### config.mk
export PLATFORM = sky130hd
export DESIGN_NAME = pc_update
export DESIGN_NICKNAME = d
export VERILOG_FILES = /design/src/rtl/pc_update.sv
export SDC_FILE = /design/constraint.sdc
export NUM_CORES = 1
export LEC_CHECK = 0
export ABC_AREA = 1
export CORE_AREA = 5 5 166 168
export CTS_CLUSTER_DIAMETER = 60
export CTS_CLUSTER_SIZE = 8
export DETAILED_ROUTE_END_ITERATION = 8
export DIE_AREA = 0 0 171 173
export HOLD_SLACK_MARGIN = 0.03
export PLACE_DENSITY = 0.74
export SKIP_LAST_GASP = 1
export SLEW_MARGIN = 40
export SYNTH_ARGS = -nofsm -noshare
export SYNTH_HDL_FRONTEND = slang
export SYNTH_SLANG_ARGS = --single-unit
### constraint.sdc
create_clock -name clk -period 2.6 [get_ports clk]
set_input_delay 0.39 -clock clk [delete_from_list [all_inputs] [get_ports clk]]
set_output_delay 0.39 -clock clk [all_outputs]
set_load 0.02 [all_outputs]
### src/rtl/pc_update.sv
// Program-counter update and commit-status stage for a Y86-64-style sequential core.
// Selects the next PC, tracks the sticky machine status, and counts cycles and committed instructions.
module pc_update #(
  parameter logic [63:0] RESET_PC = 64'd0
) (
  input  logic        clk,
  input  logic        rst_n,
  input  logic        step_en,
  input  logic [3:0]  icode,
  input  logic        cnd,
  input  logic [63:0] valC,
  input  logic [63:0] valP,
  input  logic [63:0] valM,
  input  logic        imem_error,
  input  logic        dmem_error,
  input  logic        instr_valid,
  input  logic        hlt,
  output logic [63:0] PC,
  output logic [2:0]  stat,
  output logic        halted,
  output logic [31:0] cycle_count,
  output logic [31:0] instr_count
);

  localparam logic [2:0] STAT_AOK = 3'd1;
  localparam logic [2:0] STAT_HLT = 3'd2;
  localparam logic [2:0] STAT_ADR = 3'd3;
  localparam logic [2:0] STAT_INS = 3'd4;

  localparam logic [3:0] IC_HALT = 4'h0;
  localparam logic [3:0] IC_JXX  = 4'h7;
  localparam logic [3:0] IC_CALL = 4'h8;
  localparam logic [3:0] IC_RET  = 4'h9;
  localparam logic [3:0] IC_MAX  = 4'hB;

  // cnd only matters for conditional jumps; ret takes its target from the stack read.
  function automatic logic [63:0] calc_next_pc(
    input logic [3:0]  ic,
    input logic        c,
    input logic [63:0] vc,
    input logic [63:0] vp,
    input logic [63:0] vm
  );
    logic [63:0] npc;
    case (ic)
      IC_CALL: npc = vc;
      IC_JXX:  npc = c ? vc : vp;
      IC_RET:  npc = vm;
      default: npc = vp;
    endcase
    return npc;
  endfunction

  function automatic logic [2:0] calc_next_stat(
    input logic [3:0] ic,
    input logic       ierr,
    input logic       derr,
    input logic       ivld,
    input logic       h
  );
    logic [2:0] ns;
    if (ierr || derr) begin
      ns = STAT_ADR;
    end else if (!ivld || (ic > IC_MAX)) begin
      ns = STAT_INS;
    end else if (h || (ic == IC_HALT)) begin
      ns = STAT_HLT;
    end else begin
      ns = STAT_AOK;
    end
    return ns;
  endfunction

  logic [63:0] pc_q, pc_d;
  logic [2:0]  stat_q, stat_d;
  logic [31:0] cycle_count_q, cycle_count_d;
  logic [31:0] instr_count_q, instr_count_d;
  logic [63:0] next_pc_s;
  logic [2:0]  next_stat_s;

  assign next_pc_s   = calc_next_pc(icode, cnd, valC, valP, valM);
  assign next_stat_s = calc_next_stat(icode, imem_error, dmem_error, instr_valid, hlt);

  // Next-state: everything freezes once status leaves AOK; a faulting commit keeps its own PC.
  always_comb begin
    pc_d          = pc_q;
    stat_d        = stat_q;
    cycle_count_d = cycle_count_q;
    instr_count_d = instr_count_q;
    if (stat_q == STAT_AOK) begin
      cycle_count_d = cycle_count_q + 32'd1;
      if (step_en) begin
        stat_d        = next_stat_s;
        instr_count_d = instr_count_q + 32'd1;
        if (next_stat_s == STAT_AOK) begin
          pc_d = next_pc_s;
        end else begin
          pc_d = pc_q;
        end
      end else begin
        stat_d = stat_q;
      end
    end else begin
      stat_d = stat_q;
    end
  end

  // State registers with asynchronous reset.
  always_ff @(posedge clk or negedge rst_n) begin
    if (!rst_n) begin
      pc_q          <= RESET_PC;
      stat_q        <= STAT_AOK;
      cycle_count_q <= 32'd0;
      instr_count_q <= 32'd0;
    end else begin
      pc_q          <= pc_d;
      stat_q        <= stat_d;
      cycle_count_q <= cycle_count_d;
      instr_count_q <= instr_count_d;
    end
  end

  assign PC          = pc_q;
  assign stat        = stat_q;
  assign halted      = (stat_q != STAT_AOK);
  assign cycle_count = cycle_count_q;
  assign instr_count = instr_count_q;

endmodule
==> metrics.csv <==
metric,value,unit
maximum fanout count along the critical path,9,
first-iteration detailed-routing DRC count,1001,
crit path max-delay cell type,clkdlybuf4s50_1,
setup violators final,0,
run status,"complete, no violations",
Post-CTS Repair Setup Buffers,0,
clock insertion delay at the later pin of the skew report,410,ps
Clock Pin Slew Worst Setup and Hold Paths,70,ps
vertical die dimension,173,um
largest net degree at the start of global routing,82,
width of the die,171,um
proportion of layout cells with a drive suffix above 1,4.89,%
critical path arrival,1850,ps
worst setup timing slack at the placement stage,42.0,ps
count of endpoints failing hold in the final timing report,0,
Min-Delay Path Depth,2,
hold_sp,PC[18],
clock tree from TritonCTS,yes,
Initial Util,34.4,%
antenna violation net count after detailed routing,0,
largest family of logic cells by synthesized area,simple AND/OR/NAND/NOR gates,
post-layout util,51.1,%
Slowest Stage Delay on Critical Path,640,ps
length of the first detailed-routing pass in iterations,5,
routed vias/inst,5.29,
relative slew slack,45.3,%
Post-Route WL,34400,um
"leading cell types in the layout, fill and taps excluded","nand2_1 (403), clkdlybuf4s50_1 (333), nand3_1 (293)",
number of distinct library cells after synthesis,27,
flip-flop and latch count after synthesis,131,
Synth Area in Simple Gates,44.8,%
area of the core,25800,um^2
htree depth,4,
total power per unit cell area,388,nW/um^2
gate count of the mapped netlist,1327,
Row Count,59,
area share of xor/xnor cells in the synthesized design,4.25,%
number of DRC violations after detailed routing,0,
most common flop cell mapped by yosys,dfrtp_1,
post-cts hold buffer count,1,
overflow left after global routing,0,
post-synthesis compound-gate area fraction,4.03,%
TritonCTS Buffers,17,
Wirelength per Cell,17.4,um
smallest setup slack after layout,365,ps
launch instance of the worst register-to-register path,stat[0],
I/O pin count,336,
hpwl dp,25100,um
area of the die,29600,um^2
crit path capture type,primary output,
share of async-settable or async-resettable flops after synthesis,100,%
summed area of non-filler cells in the final layout,13200,um^2
actual slew at the worst max-slew pin,820,ps
peak ir drop on the vdd network,349,uV
number of global-route vias before repair,10000,
worst hold path class,reg -> reg,
net count after synthesis,1533,
buffer and inverter count on the worst path,2,
leakage component of the power,5.84,nW
Netlist Area Pre-Place,8870,um^2
Tcrit/Tclk final,86.0,%
number of max-capacitance violations reported,0,
number of gates on the worst path with buffers counted,3,
Sinks on Clock Net,131,
Placed Area,12600,um^2
clock skew,11.3,ps
worst r2r path cells,7,
CTS resizes,0,
Clock Root Buffer,clkbuf_16,
worst setup path startpoint,stat[2],
Yosys warning count,0,
wire length of the first global-routing pass,54400,um
Routability Congestion,0.890,
Via Count,10400,
peak clock frequency supported by timing,447,MHz
multiplexer share of the synthesized area,0,%
crit-path cells,"inv_2, nand3_4, clkdlybuf4s50_1",
"post-synthesis share of cell area spent on full adders, half adders and majority gates",0.282,%
CTS max path bufs,2,
number of flops mapped to enable cells by yosys,0,
Total Nets Final,1830,
family of cells with the greatest summed delay on the critical path,buffers and inverters,
Area Growth Syn to Fin,48.5,%
"commonest non-fill, non-tap cell in the layout",nand2_1,
Final Slew Violations,0,
worst path required time,2210,ps
time the worst path needs with I/O delays and setup,2240,ps
antenna violations before repair,2,
Setup TNS,0,ps
Critical Path Source Type,flop,
port buffer count,335,
mean instance size in the synthesized netlist,6.68,um^2
GRT Overall Usage,22.7,%
setup repair after global routing missed its margin,no,
share of synthesized area occupied by flip-flops and latches,37.0,%
start-to-end type of the worst setup path,reg -> out,
==> state kept, by name, indices dropped and copies added, names as in the netlist <==
signal and flops:
PC 64, cycle_count 32, instr_count 32, stat 3
==> power breakdown <==
group	switching, mW	internal [mW]	leakage, nW	total (mW)
sequential	0	2.04	1.80	2.04
combinational	0.375	0.394	3.77	0.770
clock	1.04	1.26	0.266	2.30
total	1.41	3.69	5.84	5.11
==> worst register-to-register path, stage by stage (launching register included) <==
cell	delay (ps)
dfstp_2	630
nand3_4	200
nor2_4	280
nand2_1	170
nor2_4	210
nand3_1	100
nand2_1	80
nand2_1	50
==> final timing paths <==
kind | to | slack, ps
min in group asynchronous | PC[13] | 540
worst min register to register | PC[18] | 480
worst min-delay path | PC[18] | 480
worst max-delay path | halted | 360
max in group asynchronous | PC[55] | 1330
worst max register to register | instr_count[23] | 770
==> stage by stage <==
stage,std cells,power (mW),hold slack (ps)
3_5_place_dp,1939,2.84,420
5_1_grt,1973,5.31,503
4_1_cts,1972,5.16,483
3_3_place_gp,1939,2.83,416
2_1_floorplan,1327,2.36,94.4
6_report,1973,5.11,480
==> cell usage after synthesis (all sizes together), types with 2 or more instances <==
cell      n  area [um^2]
xor2     20          175
o21ai    66          330
a21boi    2         15.0
ha        2         25.0
nand4    86          553
nand3   295         1490
xnor2    23          201
buf      41          241
nand2   406         1530
inv     126          473
clkbuf   39          146
dfrtp   130         3250
nor2     77          339
nor3     10         50.1
==> metal layers <==
layer	vias up	global-route usage (%)	wire length [um]
met4	2	9.44	1340
met3	81	4.82	2850
li1	4964	-	-
met2	512	38.0	16700
met5	-	0	18
met1	4874	28.2	13500
==> layout make-up <==
| type | count | area [um^2] |
|---|---|---|
| Clock inverter | 15 | 138 |
| Fill cell | 2436 | 12600 |
| Clock buffer | 17 | 425 |
| Sequential cell | 131 | 3280 |
| Multi-Input combinational cell | 990 | 4760 |
| Antenna cell | 1 | 2.50 |
| Timing Repair Buffer | 358 | 3680 |
| Inverter | 126 | 473 |
| Tap cell | 335 | 419 |
==> logic make-up after synthesis <==
family | after synthesis
xor+xnor | 43
buf+inv | 206
fa+ha+maj | 2
compound gates | 70
flops | 131
simple gates | 875
No activity file was read; power rests on OpenSTA's default activity.
